## config.mk

```make
export PLATFORM = sky130hd
export DESIGN_NAME = pipe_stage_reg
export DESIGN_NICKNAME = d
export VERILOG_FILES = /design/src/rtl/pipe_stage_reg.sv
export SDC_FILE = /design/constraint.sdc
export NUM_CORES = 1
export LEC_CHECK = 0
export ABC_AREA = 1
export CORE_AREA = 3 3 105 107
export DETAILED_ROUTE_END_ITERATION = 10
export DIE_AREA = 0 0 108 110
export PLACE_DENSITY_LB_ADDON = 0.2
export SLEW_MARGIN = 10
export SYNTH_ARGS = -nofsm -noshare
export SYNTH_HDL_FRONTEND = slang
export SYNTH_SLANG_ARGS = --single-unit
```

## constraint.sdc

```tcl
create_clock -name clk -period 2.05 [get_ports clk]
set_input_delay 0.5125 -clock clk [delete_from_list [all_inputs] [get_ports clk]]
set_output_delay 0.5125 -clock clk [all_outputs]
set_load 0.03 [all_outputs]
```

## src/rtl/pipe_stage_reg.sv

```systemverilog
`default_nettype none
// ============================================================================
// Module   : pipe_stage_reg
// Brief    : Generic inter-stage pipeline register with valid/ready
//            handshake, synchronous flush, optional 2-entry skid buffer
//            and a saturating stall counter.
// Revision : 1.0 - initial release
// ============================================================================
module pipe_stage_reg #(
  parameter int CTRL_W = 4,
  parameter int DATA_W = 36,
  parameter int SKID   = 1,
  parameter int CNT_W  = 16
) (
  input  logic              clk,
  input  logic              rst,
  input  logic              flush,
  input  logic              i_valid,
  output logic              o_ready,
  input  logic [CTRL_W-1:0] i_ctrl,
  input  logic [DATA_W-1:0] i_data,
  output logic              o_valid,
  input  logic              i_ready,
  output logic [CTRL_W-1:0] o_ctrl,
  output logic [DATA_W-1:0] o_data,
  output logic [CNT_W-1:0]  o_stall_cnt
);

  localparam logic [CNT_W-1:0] CNT_MAX = '1;
  localparam logic [CNT_W-1:0] CNT_ONE = {{(CNT_W-1){1'b0}}, 1'b1};

  // Main (visible) entry
  logic              main_valid;
  logic [CTRL_W-1:0] main_ctrl;
  logic [DATA_W-1:0] main_data;

  // Skid entry (only populated in the skid configuration)
  logic [CTRL_W-1:0] skid_ctrl;
  logic [DATA_W-1:0] skid_data;

  // Datapath controls produced by the selected flow-control variant
  logic              load_in;
  logic              load_skid_to_main;
  logic              clear_main;

  logic              accept;
  logic              emit;
  logic [CNT_W-1:0]  stall_cnt;

  assign accept = i_valid & o_ready;
  assign emit   = main_valid & i_ready;

  generate
    if (SKID != 0) begin : g_skid
      localparam logic [1:0] ST_EMPTY = 2'd0;
      localparam logic [1:0] ST_FULL  = 2'd1;
      localparam logic [1:0] ST_SKID  = 2'd2;

      logic [1:0] state;
      logic [1:0] next_state;
      logic       ready_q;
      logic       capture_skid;

      // State register; ready is registered so it never depends on i_ready
      always_ff @(posedge clk) begin
        if (rst) begin
          state   <= ST_EMPTY;
          ready_q <= 1'b1;
        end else begin
          state   <= next_state;
          ready_q <= (next_state != ST_SKID);
        end
      end

      // Next-state logic; flush empties both entries
      always_comb begin
        next_state = state;
        if (flush) begin
          next_state = ST_EMPTY;
        end else begin
          case (state)
            ST_EMPTY: if (accept) next_state = ST_FULL;
            ST_FULL: begin
              if (accept && !emit)      next_state = ST_SKID;
              else if (!accept && emit) next_state = ST_EMPTY;
            end
            ST_SKID:  if (emit) next_state = ST_FULL;
            default:  next_state = ST_EMPTY;
          endcase
        end
      end

      // Output decode: which register moves on this edge
      always_comb begin
        load_in           = 1'b0;
        load_skid_to_main = 1'b0;
        capture_skid      = 1'b0;
        clear_main        = 1'b0;
        if (!flush) begin
          case (state)
            ST_EMPTY: load_in = accept;
            ST_FULL: begin
              if (accept && emit) load_in      = 1'b1;
              else if (accept)    capture_skid = 1'b1;
              else if (emit)      clear_main   = 1'b1;
            end
            ST_SKID:  load_skid_to_main = emit;
            default:  ;
          endcase
        end
      end

      // Skid entry storage; emptiness is tracked by the state register
      always_ff @(posedge clk) begin
        if (rst) begin
          skid_ctrl <= '0;
          skid_data <= '0;
        end else if (capture_skid) begin
          skid_ctrl <= i_ctrl;
          skid_data <= i_data;
        end
      end

      assign o_ready = ready_q;
    end else begin : g_single
      assign o_ready   = ~main_valid | i_ready;
      assign skid_ctrl = '0;
      assign skid_data = '0;

      // Single-entry flow control: load on accept, drain on emit
      always_comb begin
        load_in           = accept;
        load_skid_to_main = 1'b0;
        clear_main        = emit & ~accept;
      end
    end
  endgenerate

  // Main entry; control is zeroed whenever the slot becomes a bubble
  always_ff @(posedge clk) begin
    if (rst || flush) begin
      main_valid <= 1'b0;
      main_ctrl  <= '0;
      main_data  <= '0;
    end else if (load_in) begin
      main_valid <= 1'b1;
      main_ctrl  <= i_ctrl;
      main_data  <= i_data;
    end else if (load_skid_to_main) begin
      main_valid <= 1'b1;
      main_ctrl  <= skid_ctrl;
      main_data  <= skid_data;
    end else if (clear_main) begin
      main_valid <= 1'b0;
      main_ctrl  <= '0;
    end
  end

  // Saturating count of cycles where the output is held by downstream
  always_ff @(posedge clk) begin
    if (rst) begin
      stall_cnt <= '0;
    end else if (main_valid && !i_ready && (stall_cnt != CNT_MAX)) begin
      stall_cnt <= stall_cnt + CNT_ONE;
    end
  end

  assign o_valid     = main_valid;
  assign o_ctrl      = main_ctrl;
  assign o_data      = main_data;
  assign o_stall_cnt = stall_cnt;

endmodule
`default_nettype wire
```

==> results of run 1 <==
per-stage QoR:
stage          instance area [um^2]  power [mW]  hold slack (ns)   TNS (ns)  util (%)
2_1_floorplan                  4283       2.256           0.4554          0         -
3_3_place_gp                   5538       2.463           0.4638          0     54.13
3_5_place_dp                   5538       2.468           0.4701  -0.007184     54.13
4_1_cts                        5746       3.751           0.4835          0     56.16
5_1_grt                        5768       3.884           0.5000          0     56.38
6_report                       5768       3.721           0.4821          0     56.38
flip-flops by register name, summed over array words and instances (netlist names):
| signal | cells |
|---|---|
| g_skid.state | 2 |
| o_ctrl | 4 |
| o_data | 36 |
| o_ready | 1 |
| o_stall_cnt | 16 |
| o_valid | 1 |
| skid_ctrl | 4 |
| skid_data | 36 |
area by class of cell:
cell class                 instances  area, um^2  area share (%)
multi-input combinational        420        1991           34.51
tap                              136       170.2           2.950
clock buffer                      10       137.6           2.386
inverter                          27       101.3           1.757
sequential                       100        2002           34.71
clock inverter                     6       70.07           1.215
timing repair buffer             124        1296           22.47
cell usage in the layout (no fill, tap or decap), drive strengths merged:
cell type / count
nand2: 138
nor2: 111
dfxtp: 100
clkdlybuf4s50: 93
o21ai: 51
nand4: 41
a31oi: 36
inv: 29
a21oi: 22
buf: 22
nand3: 12
clkbuf: 10
dlymetal6s2s: 9
xor2: 4
clkinvlp: 3
xnor2: 2
nand3b: 1
nor3: 1
ha: 1
bufinv: 1
synth_stat cells:
library cell,number
o21ai_0,50
inv_2,5
xor2_1,4
nor2_2,5
xnor2_1,2
nor2_1,105
nand3b_1,1
dfxtp_1,100
buf_6,3
nand2_1,131
inv_1,22
o21ai_4,1
nand3_2,1
nand4_1,41
nand2_2,6
buf_4,6
a21oi_1,22
ha_1,1
nand2_4,1
buf_2,13
nor2_4,1
a31oi_1,36
nor3_2,1
clkbuf_1,14
nand3_1,11
logic make-up (layout without fill, tap and decap cells):
kind of cell               count (synthesis)  in the layout  share of synthesized area (%)
AOI/OAI and AO/OA                        109            109                          14.05
xor gates and xnor gates                   6              6                          1.227
adders and majority gates                  1              1                         0.2921
buffers and inverters                     63            167                          6.953
DFF                                      100            100                          46.74
and+or+nand+nor                          304            304                          30.73
power by group:
group          internal [mW]  total (mW)  switching (mW)  leakage (nW)
Sequential              1.98        2.00          0.0227         0.809
Clock                  0.606        1.30           0.692        0.0955
Combinational          0.192       0.420           0.228          1.26
tightest hold or removal path: stages, from the launching register on:
cell     delay [ns]
dfxtp_1        0.32
nand2_1        0.06
a31oi_1        0.06
worst max-delay path by stage:
stage | depth (start not counted) | from | to | slack, ns
after floorplan | 9 | o_stall_cnt[0] | o_stall_cnt[0] | 0.35
after global placement | 8 | i_ready | o_data[21] | 0.02
after detailed placement | 8 | i_valid | skid_ctrl[2] | -0.005
after CTS | 1 | o_stall_cnt[13] | o_stall_cnt[13] | 0.005
after global routing | 1 | o_stall_cnt[7] | o_stall_cnt[7] | 0.0004
final | 1 | o_stall_cnt[11] | o_stall_cnt[11] | 0.06
layer usage:
| metal | global-route usage (%) | share of wire [%] |
|---|---|---|
| met3 | 3.262 | 5.8 |
| met2 | 33.21 | 47 |
| met5 | 0 | 0 |
| met4 | 5.951 | 1.3 |
| met1 | 25.33 | 45 |
repair_timing:
item,CTS,global route
hold buffers,0,0
endpoints found under the setup margin,0,9
resized for setup,0,9
endpoints found under the hold margin,0,0
==> summary.txt, run 1 <==
Outcome
  – Outcome: finished, final reports clean

Hold path
  – Number of instances on the worst hold path: 2
  – Worst min-delay path endpoint: o_data[9]
  – Worst hold path type: reg -> reg
  – Hold path start: o_data[9]

Route
  – Avg WL per Cell: 13.63 um
  – Via density: 5.123
  – Post-route DRC violation count: 0
  – Detailed-route via count: 4,216
  – DRT Pass-1 Iters: 4
  – DRC marker count from the first detailed-route iteration: 180
  – Final routed wirelength across all metal layers: 11,220 um
  – Post-route antenna net violation count: 0

STA
  – Part of the cycle the worst path needs: 97.24%
  – Final hold viol count: 0
  – FMAX: 501.6 MHz
  – Final min period: 1.993 ns
  – Minimum setup slack in the final design: 0.05652 ns
  – Pin slew with the least headroom to its limit: 0.3716 ns
  – Total of endpoints with negative setup slack in the final report: 0
  – Count of final max-slew check failures: 0
  – Unrepaired setup endpoints after global routing: false
  – Setup skew after layout: 0.01249 ns
  – Worst slew margin relative to its limit: 75.17%

Place
  – Port buffer count: 102
  – Worst setup timing slack at the placement stage: -0.004873 ns
  – Number of placed instances with taps included: 807
  – GPL Wtd Cong: 0.8508
  – Estimated wirelength of the detail-placed design: 7887 um

Critical path
  – CP required: 1.54 ns
  – Worst R2R Path Depth: 7
  – Nature of the critical path endpoint: primary output
  – Critical path buffer and inverter count: 1
  – Worst setup SP type: register
  – Top delay family on crit path: buffers and inverters
  – Maximum cell stage delay along the critical path: 0.70 ns
  – CP arrival: 1.48 ns
  – Cells traversed along the worst timing path: clkdlybuf4s50_1
  – Category of the critical setup timing path: reg -> out
  – Max Fanout on Critical Path: 6
  – Internal reg-to-reg setup slack: 0.42 ns
  – R2R Path Start: o_stall_cnt[0]
  – Destination of the worst register-to-register timing path: o_stall_cnt[4]
  – Slowest cell on the critical path: clkdlybuf4s50_1

Synth
  – Synth area leaders: dfxtp_1, nand2_1, nor2_1, nand4_1, o21ai_0
  – Fraction of the yosys area taken by sequential cells: 46.74%
  – Largest area contributor in the netlist: dfxtp_1
  – Cell area after synthesis: 4283 um^2
  – Synthesized area per cell: 7.346 um^2
  – Number of distinct library cell variants in the gate-level netlist after synthesis: 25
  – Post-synthesis register bit count: 100
  – YS warnings: 0
  – Area fraction of the dominant cell type after synthesis: 46.74%
  – Number of nets produced by synthesis: 629
  – Syn Inst Count: 583

Clock network
  – TritonCTS clock tree: built
  – Clock transition time at the flip-flop clock pins of the worst setup and hold paths: 0.10 ns
  – Total number of clock tree sinks: 100
  – Worst-skew pair later-pin latency: 0.36 ns
  – Deepest level of the CTS H-tree: 3
  – # Post-CTS Setup Buffers: 0
  – CTS root buffer: clkbuf_8
  – Total clock buffers created by CTS: 9
  – Longest Clk Path Bufs: 2

Power
  – Maximum resistive drop on vdd: 0.4492 mV
  – Total power per unit cell area: 645.1 nW/um^2
  – Static Leak: 2.162 nW

Final layout
  – Number of filler cells placed in the layout: 967
  – Layout net count: 728
  – ANT cells: 0
  – Fraction of final layout cells sized beyond drive strength 1: 8.734%
  – Area growth from synthesis to layout: 34.68%
  – Final Instance Count excl. Fillers: 823

Run
  – Number of maximum-capacitance violations: 0

Global route
  – Maximum number of pins on one net before global-route repair: 38
  – First-pass GRT wire length: 18,700 um
  – Leftover overflow at the end of global routing: 0
  – Number of global-route vias before repair: 4,043
  – Total global routing track utilization: 19.46%
  – Number of antenna violations at the first check in global routing: 0

Floorplan
  – Die span in x: 108 um
  – Height of the die: 110 um
  – Die area: 11,880 um^2
  – Number of I/O pins: 103
  – Floorplan core area: 10,230 um^2
  – Row cnt: 37
  – Initial core utilization: 41.86%
Power figures use the tool's default switching activity.
==> run 2: changes to the inputs <==
--- a/config.mk
+++ b/config.mk
@@ -6,10 +6,9 @@
 export NUM_CORES = 1
 export LEC_CHECK = 0
 export ABC_AREA = 1
-export CORE_AREA = 3 3 105 107
+export CORE_AREA = 3 3 115 117
 export DETAILED_ROUTE_END_ITERATION = 10
-export DIE_AREA = 0 0 108 110
-export PLACE_DENSITY_LB_ADDON = 0.2
+export DIE_AREA = 0 0 118 120
 export SLEW_MARGIN = 10
 export SYNTH_ARGS = -nofsm -noshare
 export SYNTH_HDL_FRONTEND = slang
==> run 2 against run 1 <==
Compared with the run above:
- first-iteration DRC count grew 59%
- sequential power hardly changed
- sequential share of layout area fell by 0.67 points
- critical path type unchanged
- largest power group unchanged
- highest routed layer unchanged
==> summary.txt, run 2 (synthesized netlist as in run 1, its figures left out) <==
Final layout
  – Most frequent cells in the layout: nand2_1, nor2_1, dfxtp_1
  – Area of combinational cells with multiple inputs: 1991 um^2 (unchanged)
  – Sequential Area: 2002 um^2 (unchanged)
  – Area growth from synthesis to layout: 37.34%
  – Final Instance Count excl. Fillers: 861 (+4.6%)
  – Number of filler cells placed in the layout: 1,229 (+27%)
  – Layout net count: 730 (+0.27%)
  – ANT cells: 0 (unchanged)
  – Fraction of final layout cells sized beyond drive strength 1: 8.999% (+0.26 points)
  – Most frequent standard cell in the layout excluding fill and tap cells: nand2_1

Power
  – Maximum resistive drop on vdd: 0.4708 mV (+4.8%)
  – Total power draw: 4.061 mW (+9.1%)
  – Part of the total power dissipated in combinational logic: 10.3% (-1.0 points)
  – Int Pwr: 3.010 mW (+8.4%)
  – Static Leak: 2.135 nW (-1.2%)
  – Clk pwr share: 40.4% (+5.5 points)
  – Switching Share: 25.88% (+0.54 points)
  – Total power per unit cell area: 690.5 nW/um^2 (+7.0%)
  – Net switching power of the design: 1.051 mW (+11%)
  – Sequential share of power: 49.3% (-4.5 points)

STA
  – Setup TNS: 0 ns (unchanged)
  – Unrepaired setup endpoints after global routing: false
  – Count of final max-slew check failures: 0 (unchanged)
  – Worst slew margin relative to its limit: 73.79% (-1.4 points)
  – Final hold viol count: 0 (unchanged)
  – FMAX: 503.4 MHz (+0.36%)
  – Total of endpoints with negative setup slack in the final report: 0 (unchanged)
  – Pin slew with the least headroom to its limit: 0.3922 ns (+0.02055 ns)
  – Minimum setup slack in the final design: 0.06359 ns (+0.007069 ns)
  – Part of the cycle the worst path needs: 96.90% (-0.34 points)
  – Final min period: 1.986 ns (-0.007069 ns)
  – Setup skew after layout: 0.01182 ns (-0.0006713 ns)

Route
  – Avg WL per Cell: 14.26 um (+4.6%)
  – Detailed-route via count: 4,237 (+0.50%)
  – Via density: 4.921 (-3.9%)
  – Post-route antenna net violation count: 0 (unchanged)
  – Post-route DRC violation count: 0 (unchanged)
  – DRT Pass-1 Iters: 4 (unchanged)
  – Top layer reached by signal wires: met4
  – Met2 wirelength from detailed routing: 5976 um (+13%)
  – Routed met1 length: 5577 um (+9.2%)
  – Met3 wire length: 571 um (-13%)
  – Final routed wirelength across all metal layers: 12,280 um (+9.4%)
  – DRC marker count from the first detailed-route iteration: 286 (+59%)

Global route
  – Number of global-route vias before repair: 4,185 (+3.5%)
  – First-pass GRT wire length: 20,570 um (+10%)
  – Number of antenna violations at the first check in global routing: 0 (unchanged)
  – Leftover overflow at the end of global routing: 0 (unchanged)
  – Total global routing track utilization: 17.50% (-2.0 points)
  – Maximum number of pins on one net before global-route repair: 36 (-5.3%)

Floorplan
  – Floorplan core area: 12,470 um^2 (+22%)
  – Height of the die: 120 um (+9.1%)
  – Number of I/O pins: 103 (unchanged)
  – Die span in x: 118 um (+9.3%)
  – Die area: 14,160 um^2 (+19%)
  – Row cnt: 41 (+11%)
  – Initial core utilization: 34.36% (-7.5 points)

Hold path
  – Hold path start: o_data[6]
  – Worst hold path type: reg -> reg

Critical path
  – Max Fanout on Critical Path: 5 (-1)
  – Slowest cell on the critical path: clkdlybuf4s50_1
  – Cells traversed along the worst timing path: clkdlybuf4s50_1
  – Setup crit start: o_stall_cnt[4]
  – Nature of the critical path endpoint: primary output
  – R2R Path Start: o_stall_cnt[0]
  – Critical path buffer and inverter count: 1 (unchanged)
  – CP arrival: 1.47 ns (about the same)
  – Maximum cell stage delay along the critical path: 0.71 ns (about the same)
  – CP required: 1.54 ns (about the same)
  – Top delay family on crit path: buffers and inverters
  – Category of the critical setup timing path: reg -> out
  – Worst setup SP type: register

Clock network
  – Longest Clk Path Bufs: 2 (unchanged)
  – Total number of clock tree sinks: 100 (unchanged)
  – # Post-CTS Setup Buffers: 0 (unchanged)
  – Total clock buffers created by CTS: 9 (unchanged)
  – Clock transition time at the flip-flop clock pins of the worst setup and hold paths: 0.08 ns (-0.02 ns)
  – CTS root buffer: clkbuf_16
  – Deepest level of the CTS H-tree: 3 (unchanged)
  – Worst-skew pair later-pin latency: 0.35 ns (about the same)
  – # hold bufs at CTS: 0 (unchanged)
  – TritonCTS clock tree: built

Place
  – Estimated wirelength of the detail-placed design: 8539 um (+8.3%)
  – Worst setup timing slack at the placement stage: -0.008783 ns (-0.003910 ns)
  – GPL Wtd Cong: 0.8064 (-5.2%)
  – Port buffer count: 102 (unchanged)
  – Number of placed instances with taps included: 845 (+4.7%)

Outcome
  – Outcome: finished, final reports clean

Run
  – Number of maximum-capacitance violations: 0 (unchanged)
run 2: cell count changes in the layout (fill, tap and decap cells not counted), sizes merged:
cell	before	now
clkdlybuf4s50	93	97
bufinv	1	0
clkinv	0	3
inv	29	30
clkbuf	10	9
buf	22	24
clkinvlp	3	1
dlymetal6s2s	9	5
run 2: power by group through the flow:
stage / Clock [mW] / Sequential, mW / Combinational [mW]
floorplan: 0 / 2.08 / 0.175
global placement: 0 / 2.05 / 0.415
detailed placement: 0 / 2.05 / 0.420
CTS: 1.66 / 2.00 / 0.421
global route: 1.73 / 2.01 / 0.458
finish: 1.64 / 2.00 / 0.419
run 2: what timing repair did:
action | CTS | global route
endpoints found under the hold margin | 0 | 0
endpoints found under the setup margin | 0 | 5
gates resized for setup | 0 | 5
run 2: layout make-up:
class / count / area share (%)
flip-flops and latches: 100 / 34.04
inverters: 27 / 1.723
multi-input cells: 420 / 33.84
repair buffers: 126 / 21.91
clock buffers: 9 / 3.829
clock inverters: 7 / 0.9998
well taps: 172 / 3.659
run 2: per-stage QoR:
step	cell area [um^2]	utilization (%)	hold slack (ns)
floorplan	4283	-	0.4554
global placement	5585	44.81	0.4636
detailed placement	5585	44.81	0.4707
CTS	5869	47.08	0.4836
global route	5882	47.18	0.5001
finish	5882	47.18	0.4811
run 2: routing by layer:
layer  vias up  GRT usage (%)
met5         -              0
met4         0          5.421
met3        13          3.252
met2       112          29.90
met1      1954          22.50
li1       2158              -
run 2: final timing paths:
check / to / slack, ns / cells after the start
worst max-delay path: o_stall_cnt[4] / 0.06 / 1
worst min-delay path: o_data[6] / 0.48 / 2
worst max register to register: o_stall_cnt[5] / 0.39 / 7
worst min register to register: o_data[6] / 0.48 / 2
==> run 3: changes to the inputs <==
--- a/config.mk
+++ b/config.mk
@@ -6,9 +6,9 @@
 export NUM_CORES = 1
 export LEC_CHECK = 0
 export ABC_AREA = 1
-export CORE_AREA = 3 3 115 117
+export CORE_AREA = 2 2 114 116
 export DETAILED_ROUTE_END_ITERATION = 10
-export DIE_AREA = 0 0 118 120
+export DIE_AREA = 0 0 116 118
 export SLEW_MARGIN = 10
 export SYNTH_ARGS = -nofsm -noshare
 export SYNTH_HDL_FRONTEND = slang
==> run 3 against run 2 <==
Compared with the run above:
- clock power barely moved
- clock skew fell by 0.0056 ns
- register-to-register slack got worse by 0.05 ns
- first-iteration DRC count fell by 8.4%
- utilization rose by 0.45 points
- setup slack improved by 0.0055 ns
- global-route usage rose by 0.89 points
- worst hold slack got worse by 0.0020 ns
- critical path depth did not move
- die area fell by 3.3%
- design area rose by 0.53%
- non-clock buffer count rose by 1
- critical endpoint is now o_stall_cnt[11]
- highest routed layer unchanged
==> summary.txt, run 3 (synthesized netlist as in run 1, its figures left out) <==
Final layout
  – Most frequent standard cell in the layout excluding fill and tap cells: nand2_1
  – Layout net count: 731 (+0.14%)
  – Cell area after layout: 5913 um^2 (+0.53%)
  – Area growth from synthesis to layout: 38.07%
  – ANT cells: 0 (unchanged)
  – Fraction of final layout cells sized beyond drive strength 1: 8.853% (-0.15 points)
  – Number of filler cells placed in the layout: 1,241 (+0.98%)
  – Most frequent cells in the layout: nand2_1, nor2_1, dfxtp_1

Floorplan
  – Die area: 13,690 um^2 (-3.3%)
  – Floorplan core area: 12,410 um^2 (-0.41%)
  – Row cnt: 41 (unchanged)
  – Height of the die: 118 um (-1.7%)
  – Initial core utilization: 34.50% (+0.14 points)
  – Number of I/O pins: 103 (unchanged)
  – Die span in x: 116 um (-1.7%)

Clock network
  – Total clock buffers created by CTS: 9 (unchanged)
  – Longest Clk Path Bufs: 2 (unchanged)
  – CTS root buffer: clkbuf_16
  – Deepest level of the CTS H-tree: 3 (unchanged)
  – Total number of clock tree sinks: 100 (unchanged)
  – Clock transition time at the flip-flop clock pins of the worst setup and hold paths: 0.07 ns (about the same)
  – # hold bufs at CTS: 0 (unchanged)
  – PostCTS Resize Cnt: 1 (+1)
  – Worst-skew pair later-pin latency: 0.34 ns (about the same)
  – # Post-CTS Setup Buffers: 0 (unchanged)
  – TritonCTS clock tree: built

STA
  – FMAX: 504.8 MHz (+0.28%)
  – Final hold viol count: 0 (unchanged)
  – Final min period: 1.981 ns (-0.005546 ns)
  – Total of endpoints with negative setup slack in the final report: 0 (unchanged)
  – Part of the cycle the worst path needs: 96.63% (-0.27 points)
  – Pin slew with the least headroom to its limit: 0.3581 ns (-0.03406 ns)
  – Worst hold margin: 0.4791 ns (-0.002049 ns)
  – Unrepaired setup endpoints after global routing: false
  – Count of final max-slew check failures: 0 (unchanged)
  – Worst slew margin relative to its limit: 76.05% (+2.3 points)
  – Setup skew after layout: 0.006260 ns (-0.005556 ns)
  – Setup TNS: 0 ns (unchanged)

Power
  – Sequential share of power: 48.8% (-0.5 points)
  – Net switching power of the design: 983.7 uW (-6.4%)
  – Int Pwr: 3.118 mW (+3.6%)
  – Maximum resistive drop on vdd: 0.3205 mV (-32%)
  – Switching Share: 23.98% (-1.9 points)
  – Total power per unit cell area: 693.6 nW/um^2 (+0.46%)
  – Static Leak: 2.117 nW (-0.84%)
  – Clk pwr share: 40.8% (+0.4 points)
  – Part of the total power dissipated in combinational logic: 10.4% (about the same)

Hold path
  – Worst hold path type: reg -> reg

Critical path
  – Top delay family on crit path: buffers and inverters
  – Nature of the critical path endpoint: primary output
  – Critical path buffer and inverter count: 1 (unchanged)
  – Cells traversed along the worst timing path: clkdlybuf4s50_1
  – Category of the critical setup timing path: reg -> out
  – Worst setup SP type: register
  – CP required: 1.54 ns (about the same)
  – Max Fanout on Critical Path: 6 (+1)
  – Slowest cell on the critical path: clkdlybuf4s50_1
  – CP arrival: 1.47 ns (about the same)
  – Maximum cell stage delay along the critical path: 0.71 ns (about the same)

Global route
  – First-pass GRT wire length: 20,280 um (-1.4%)
  – Number of antenna violations at the first check in global routing: 0 (unchanged)
  – Maximum number of pins on one net before global-route repair: 38 (+5.6%)
  – Number of global-route vias before repair: 4,048 (-3.3%)
  – Total global routing track utilization: 18.39% (+0.89 points)
  – Leftover overflow at the end of global routing: 0 (unchanged)

Route
  – Post-route antenna net violation count: 0 (unchanged)
  – Detailed-route via count: 4,319 (+1.9%)
  – DRC marker count from the first detailed-route iteration: 262 (-8.4%)
  – Avg WL per Cell: 14.24 um (-0.15%)
  – Final routed wirelength across all metal layers: 12,260 um (-0.15%)
  – Post-route DRC violation count: 0 (unchanged)
  – DRT Pass-1 Iters: 5 (+1)
  – Via density: 5.016 (+1.9%)

Place
  – Port buffer count: 102 (unchanged)
  – GPL Wtd Cong: 0.8900 (+10%)
  – Estimated wirelength of the detail-placed design: 8224 um (-3.7%)
  – Cell area after placement: 5618 um^2 (+0.58%)

Outcome
  – Outcome: finished, final reports clean

Run
  – Number of maximum-capacitance violations: 0 (unchanged)
run 3: worst paths after layout:
check | cells past startpoint | to | slack [ns] | startpoint
worst min register to register | 2 | o_data[5] | 0.48 | o_data[5]
worst max-delay path | 1 | o_stall_cnt[11] | 0.07 | o_stall_cnt[11]
worst max register to register | 9 | o_stall_cnt[11] | 0.34 | o_stall_cnt[0]
worst min-delay path | 2 | o_data[5] | 0.48 | o_data[5]
run 3: area by class of cell:
class / count / area [um^2] / share of cell area [%]
Clock buffer: 10 / 229.0 / 3.872
Timing Repair Buffer: 127 / 1315 / 22.24
Tap cell: 172 / 215.2 / 3.639
Multi-Input combinational cell: 420 / 1991 / 33.66
Clock inverter: 5 / 60.06 / 1.016
Sequential cell: 100 / 2002 / 33.86
Inverter: 27 / 101.3 / 1.714
run 3: power by group through the flow:
stage | Sequential, mW | Clock, mW | Combinational, mW
6_report | 2.00 | 1.67 | 0.426
3_3_place_gp | 2.05 | 0 | 0.422
4_1_cts | 2.00 | 1.72 | 0.428
3_5_place_dp | 2.05 | 0 | 0.425
2_1_floorplan | 2.08 | 0 | 0.175
5_1_grt | 2.01 | 1.82 | 0.467
run 3: through the flow:
step           cells  util [%]  power (mW)  worst slack (ns)
5_1_grt          861     47.63       4.289         0.0009416
3_5_place_dp     846     45.25       2.473          -0.02981
4_1_cts          861     47.57       4.154          0.009372
6_report         861     47.63       4.101           0.06913
2_1_floorplan    583         -       2.256            0.3501
3_3_place_gp     846     45.25       2.469           0.01586
run 3: routing by layer:
metal | vias to the layer above | global-route usage, % | part of all wire, %
met3 | 11 | 3.244 | 6.3
met4 | 0 | 5.804 | 1.3
met1 | 2014 | 24.59 | 44
li1 | 2152 | - | -
met5 | - | 0 | 0
met2 | 142 | 29.93 | 48
